<file path="config.mk">
export PLATFORM = sky130hd
export DESIGN_NAME = ex_mem_stage
export DESIGN_NICKNAME = d
export VERILOG_FILES = /design/src/rtl/ex_mem_stage.sv
export SDC_FILE = /design/constraint.sdc
export NUM_CORES = 1
export LEC_CHECK = 0
export CAP_MARGIN = 5
export CORE_MARGIN = 5
export CORE_UTILIZATION = 40
export DETAILED_ROUTE_END_ITERATION = 6
export PLACE_DENSITY_LB_ADDON = 0.1
export SYNTH_ARGS = -nofsm -noshare
export SYNTH_HDL_FRONTEND = slang
export SYNTH_SLANG_ARGS = --single-unit
</file>
<file path="constraint.sdc">
create_clock -name clk -period 2.05 [get_ports clk]
set_input_delay 0.3075 -clock clk [delete_from_list [all_inputs] [get_ports clk]]
set_output_delay 0.3075 -clock clk [all_outputs]
set_load 0.03 [all_outputs]
</file>
<file path="src/rtl/ex_mem_stage.sv">
// EX/MEM pipeline register with a two-entry skid buffer (main + skid) and a branch-taken pulse.
// Optional forwarding outputs are compiled in when the FWD_EN macro is defined.
module ex_mem_stage #(
  parameter int XLEN = 32
) (
  input  logic            clk,
  input  logic            rst_n,
  input  logic            in_valid,
  output logic            in_ready,
  input  logic [XLEN-1:0] in_alu_result,
  input  logic            in_zero_flag,
  input  logic [4:0]      in_rd,
  input  logic [3:0]      in_ctrl,
  input  logic [XLEN-1:0] in_store_data,
  input  logic            flush,
  output logic            out_valid,
  input  logic            out_ready,
  output logic [XLEN-1:0] out_alu_result,
  output logic [4:0]      out_rd,
  output logic [3:0]      out_ctrl,
  output logic [XLEN-1:0] out_store_data,
  output logic            branch_taken
`ifdef FWD_EN
  ,
  output logic            fwd_valid,
  output logic [4:0]      fwd_rd,
  output logic [XLEN-1:0] fwd_data
`endif
);

  // _p0 holds the skid entry, _p1 the main entry that drives the memory stage
  logic            vld_p0;
  logic [XLEN-1:0] alu_result_p0;
  logic [4:0]      rd_p0;
  logic [3:0]      ctrl_p0;
  logic [XLEN-1:0] store_data_p0;

  logic            vld_p1;
  logic [XLEN-1:0] alu_result_p1;
  logic [4:0]      rd_p1;
  logic [3:0]      ctrl_p1;
  logic [XLEN-1:0] store_data_p1;

  logic acc;
  logic rel;

  assign acc = in_valid && in_ready;
  assign rel = vld_p1 && out_ready;

  // Skid / main stage boundary
  always_ff @(posedge clk or negedge rst_n) begin
    if (!rst_n) begin
      vld_p0        <= 1'b0;
      vld_p1        <= 1'b0;
      in_ready      <= 1'b1;
      branch_taken  <= 1'b0;
      alu_result_p0 <= '0;
      rd_p0         <= '0;
      ctrl_p0       <= '0;
      store_data_p0 <= '0;
      alu_result_p1 <= '0;
      rd_p1         <= '0;
      ctrl_p1       <= '0;
      store_data_p1 <= '0;
    end else if (flush) begin
      vld_p0       <= 1'b0;
      vld_p1       <= 1'b0;
      in_ready     <= 1'b1;
      branch_taken <= 1'b0;
    end else begin
      branch_taken <= acc && in_ctrl[0] && in_zero_flag;
      // in_ready low implies skid occupied, so a drain with a full skid never coincides with accept
      if (rel && vld_p0) begin
        alu_result_p1 <= alu_result_p0;
        rd_p1         <= rd_p0;
        ctrl_p1       <= ctrl_p0;
        store_data_p1 <= store_data_p0;
        vld_p0        <= 1'b0;
        in_ready      <= 1'b1;
      end else if (acc && (!vld_p1 || rel)) begin
        alu_result_p1 <= in_alu_result;
        rd_p1         <= in_rd;
        ctrl_p1       <= in_ctrl;
        store_data_p1 <= in_store_data;
        vld_p1        <= 1'b1;
      end else if (acc) begin
        alu_result_p0 <= in_alu_result;
        rd_p0         <= in_rd;
        ctrl_p0       <= in_ctrl;
        store_data_p0 <= in_store_data;
        vld_p0        <= 1'b1;
        in_ready      <= 1'b0;
      end else if (rel) begin
        vld_p1 <= 1'b0;
      end
    end
  end

  assign out_valid      = vld_p1;
  assign out_alu_result = alu_result_p1;
  assign out_rd         = rd_p1;
  assign out_ctrl       = ctrl_p1;
  assign out_store_data = store_data_p1;

`ifdef FWD_EN
  assign fwd_valid = vld_p1 && ctrl_p1[3] && (rd_p1 != 5'd0);
  assign fwd_rd    = rd_p1;
  assign fwd_data  = alu_result_p1;
`endif

endmodule

</file>
; ---- Word-level counts from Yosys, hierarchy flattened
; Cells that the tools add are included.
[classes]
addsub = 0
multipliers = 0
n_div = 0
n_lt_le_gt_ge = 0
eq_ne = 3
shift = 0
muxes = 22
n_bitwise = 3
reduce_logical = 15
[op_table]
columns = operator, count
row1 = 32-bit 2-to-1 mux, 4
row2 = 1-bit 2-to-1 mux, 14
row3 = 5-bit 2-to-1 mux, 2
row4 = 4-bit 2-to-1 mux, 2
row5 = 1-bit logical AND, 6
row6 = 3-bit nonzero test, 2
row7 = 2-bit AND reduction, 2
row8 = 4-bit AND reduction, 1
row9 = "3-bit by 2-bit inequality test with 1-bit output, second input constant", 1
row10 = "3-bit inequality test, second input constant", 1
row11 = 1-bit inverter, 3
row12 = 3-bit AND reduction, 1
row13 = "2-bit inequality test, second input constant", 1
row14 = 2-bit nonzero test, 1
row15 = 1-bit logical NOT, 1
row16 = 1-bit logical OR, 1
[word_totals]
ff_bits = 150
latchBits = 0
ram_bits = 0
mem_bits_ro = 0
inputBits = 79
output_inout_bits = 76
word_cells = 55
mem_count = 0

; ---- Logic depth before layout (Yosys ltp)
; Gate-level depths: netlist of run 1.
[depth]
depth_word = 6
mapped_depth = 5
mapped_depth_nobuf = 3

; ---- Worst setup path before layout of run 1
; OpenSTA, ideal clock, no wires.
[synth_path]
path_kind = register to register
startpoint = register in_ready
endpoint = register alu_result_p0[10]
setup_ns = 0.125
arrival_time_ns = 1.855
path_slack_ns = 0.070
stages_incl_launch_ff = 6
n_path_buf = 2
synth_period_minus_slack_ns = 1.980
path_cell_list = dfstp_2 nand2_1 nor4b_1 buf_2 buf_2 mux2_2
[synth_between]
elab_chain_cells = 4
[synth_lines]
columns = item, line
row1 = "start, declared", 9  ; output logic in_ready,
row2 = "start signal, assigned", 55  ; in_ready <= 1'b1;
row3 = "start signal, assigned", 68  ; in_ready <= 1'b1;
row4 = "start signal, assigned", 79  ; in_ready <= 1'b1;
row5 = 1-bit logical AND (*), 47  ; assign acc = in_valid && in_ready;
row6 = 1-bit logical AND, 80  ; end else if (acc && (!vld_p1 || rel)) begin
row7 = 1-bit inverter (no source line), n/a
row8 = 4-bit AND reduction (no source line) (*), n/a
row9 = "end signal, assigned", 87  ; alu_result_p0 <= in_alu_result;
row10 = "end, declared", 33  ; logic [XLEN-1:0] alu_result_p0;
; Mark *: on every way between the ends. The rest lies on a longest branch, timed or not.
; A chain may end at the register's enable or synchronous reset.

; ---- Worst setup path in the final report of run 1
[layout_path]
startpoint = register in_ready
endpoint = output in_ready
; No word-level cell between the ends.

==> summary.md, run 1 <==
| Metric | Value |
|---|---|
| Seq cells post-synth | 150 |
| Setup TNS | 0 ns |
| CTS tree | yes |
| Worst-path clk slew | approximately 0.060 ns |
| Post-CTS setup buffers | 0 |
| Worst endpoint required time | around 1.7 ns |
| Vias in the first global route | 4405 |
| Delay of the slowest critical-path stage | approximately 0.7 ns |
| Minimum clock period | between 1.5 and 2 ns |
| Total global-route track usage | between 10% and 20% |
| Delay-heaviest family, CP | buffers and inverters |
| Post-DP Area | approximately 8500 µm² |
| Drt pass-1 iters | 4 |
| Worst Tran Pin Value | 0.377 ns |
| Max frequency | 0.504 GHz |
| Rows | 46 |
| Die area | roughly 19000 µm² |
| Layout Nets | between 600 and 700 |
| Final wirelength | 14100 µm |
| Tot Pwr | around 0.0099 W |
| Layout cells sized above 1 | roughly 46% |
| Post-DRT Antenna Nets | 0 |
| Clk Tree Root Cell | clkbuf_16 |
| Number of fill cells | roughly 1300 |
| Post-synth top area share | 57.5% |
| Status | completed |
| Post-synth top flop | dfrtp_1 |
| Die height | around 140 µm |
| WHS | ~0.33 ns |
| Drt drc | 0 |
| Post-synth top area cell | dfrtp_1 |
| Max_slew headroom | 74.8% |
| CP Max Fanout | 4 |
| Crit. End Element | output pin |
| Clk_lat worst skew | roughly 0.42 ns |
| Clock buffer depth | 2 |
| Synth Cell Area | between 6000 and 7000 µm² |
| Crit path launch type | flop |
| Post-DP HPWL | roughly 9900 µm |
| CP Cell Sequence | clkdlybuf4s50_1 |
| DIE WIDTH | between 100 and 150 µm |
| Antenna Cells | 0 |
| Synthesized instance count | just over 400 |
| Buf/Inv on CP | 1 |
| Fin worst setup slack | 0.0678 ns |
| Max VDD drop | 0.000583 V |
| Clk sink count | 150 |
| Placer congestion estimate | a little over 0.7 |
| Port buffer count | roughly 150 |
| # setup viols final | 0 |
| Final Hold Fails | 0 |
| Ys Warns | 0 |
| Clk_skew | between 0.009 and 0.01 ns |
| First-pass GRT wire length | 22800 µm |
| Setup WS pre-CTS | -0.103 ns |
| Htree depth | 4 |
| Area Overhead vs Synth | 40.6% |
| Initial antenna violation count | 0 |
| RSZ-0062 raised after global routing | false |
| Avg Inst Size Synth | between 15 and 20 µm² |
| Vias per inst | 4.92 |
| 1st-iter DRT viols | 190 |
| Vias | 3994 |
| Critical Path AT | approximately 1.7 ns |
| Leak | ~3.8 nW |
| Post-synth net total | slightly below 500 |
| Design Area, Final | around 9100 µm² |
| Hold WC Path Type | input pin to async pin |
| Register area share after synthesis | between 50 and 60% |
| Period utilization | between 90% and 100% |
| WL/cell | around 17 µm |
| Ys async rst share | 100% |
| Core Box Area | about 16000 µm² |
| Post-synth EDFFs | 0 |
| Crit path max-delay cell type | clkdlybuf4s50_1 |
| Synth cell count leaders | mux2_2, dfrtp_1, buf_2 |
| Initial core utilization | between 40 and 50% |
| Ports | around 160 |
| Pin count of the biggest net entering global routing | 56 |
| Final Max Slew Viols | 0 |
| Synth cell types | 16 |
| Num CTS Buffers | 17 |
| PwrDens | 1080 nW/µm² |
| Crit Path Category | flop to output pin |
| Gr ovfl total | 0 |
| Max-Cap Viols | 0 |
| Count leader, synth | mux2_2 |
| Area contributors post-synth | dfrtp_1, mux2_2, buf_6, buf_2, mux2_1 |
[logic make-up after synthesis]
family,after synthesis,synth area share (%)
simple gates,7,0.521
mux,219,38.1
buf+inv,25,2.55
compound gates,7,0.927
flops,150,57.9
[through the flow]
step | utilization (%) | cells
global route | 57.4 | 811
detailed placement | 53.4 | 778
finish | 57.4 | 811
CTS | 57.4 | 811
global placement | 53.4 | 778
floorplan | - | 408
[cell type report]
cell class              count  area (µm²)  share of cell area (%)
flip-flops and latches    150        3750                    41.2
multi-input cells         233        2580                    28.3
repair buffers            178        1870                    20.6
clock buffers              17         425                    4.67
well taps                 216         270                    2.97
clock inverters            15         203                    2.22
inverters                   2        7.51                  0.0824
[layer usage]
layer  GRT usage, %  vias up  part of all wire (%)
li1               -     1833                     -
met1           19.7     2049                    43
met2           25.8       95                    50
met3           5.22       17                   6.5
met4           4.32        0                   1.1
met5              0        -                     0
[sequential cells by signal (all words and copies together) (netlist names)]
| signal | count |
|---|---|
| alu_result_p0 | 32 |
| out_alu_result | 32 |
| out_store_data | 32 |
| store_data_p0 | 32 |
| out_rd | 5 |
| rd_p0 | 5 |
| ctrl_p0 | 4 |
| out_ctrl | 4 |
| branch_taken | 1 |
| in_ready | 1 |
| out_valid | 1 |
| vld_p0 | 1 |
[repair_timing]
action | CTS | global route
endpoints found under the hold margin | 23 | 0
gates resized for setup | 1 | 0
endpoints found under the setup margin | 1 | 0
hold buffers | 1 | 0
[cells in the final DEF (no fill, tap or decap), types with 3 or more instances in the layout]
cell             instances
nand2_1                  4
inv_6                    3
clkinvlp_4               5
clkdlybuf4s50_1        152
mux2_2                 213
clkbuf_16               17
a21oi_1                  3
buf_12                  12
buf_4                   11
mux2_1                   6
dfrtp_1                149
bufinv_16                4
[where the power goes]
| group | internal (W) | switching, W | total [W] |
|---|---|---|---|
| Combinational | 0.00133 | 0.00118 | 0.00251 |
| Sequential | 0.00371 | 0.000373 | 0.00408 |
| Clock | 0.00204 | 0.00125 | 0.00330 |
[worst paths after layout]
| kind | end | slack [ns] | depth (start not counted) | start |
|---|---|---|---|---|
| setup / recovery | in_ready | 0.07 | 1 | in_ready |
| hold / removal | alu_result_p0[14] | 0.33 | 2 | rst_n |
| setup reg to reg | rd_p0[0] | 0.19 | 5 | in_ready |
| hold reg to reg | out_alu_result[31] | 0.49 | 1 | out_alu_result[31] |
| max in group asynchronous | in_ready | 1.09 | 3 | rst_n |
| min in group clk | branch_taken | 0.43 | 3 | in_zero_flag |
No activity file was read; power rests on OpenSTA's default activity.
==> run 2, diff against run 1 <==
--- a/config.mk
+++ b/config.mk
@@ -5,6 +5,7 @@
 export SDC_FILE = /design/constraint.sdc
 export NUM_CORES = 1
 export LEC_CHECK = 0
+export ABC_AREA = 0
 export CAP_MARGIN = 5
 export CORE_MARGIN = 5
 export CORE_UTILIZATION = 40
==> results of run 2 <==
The final DEF is identical to that of run 1; final timing and power are the same.
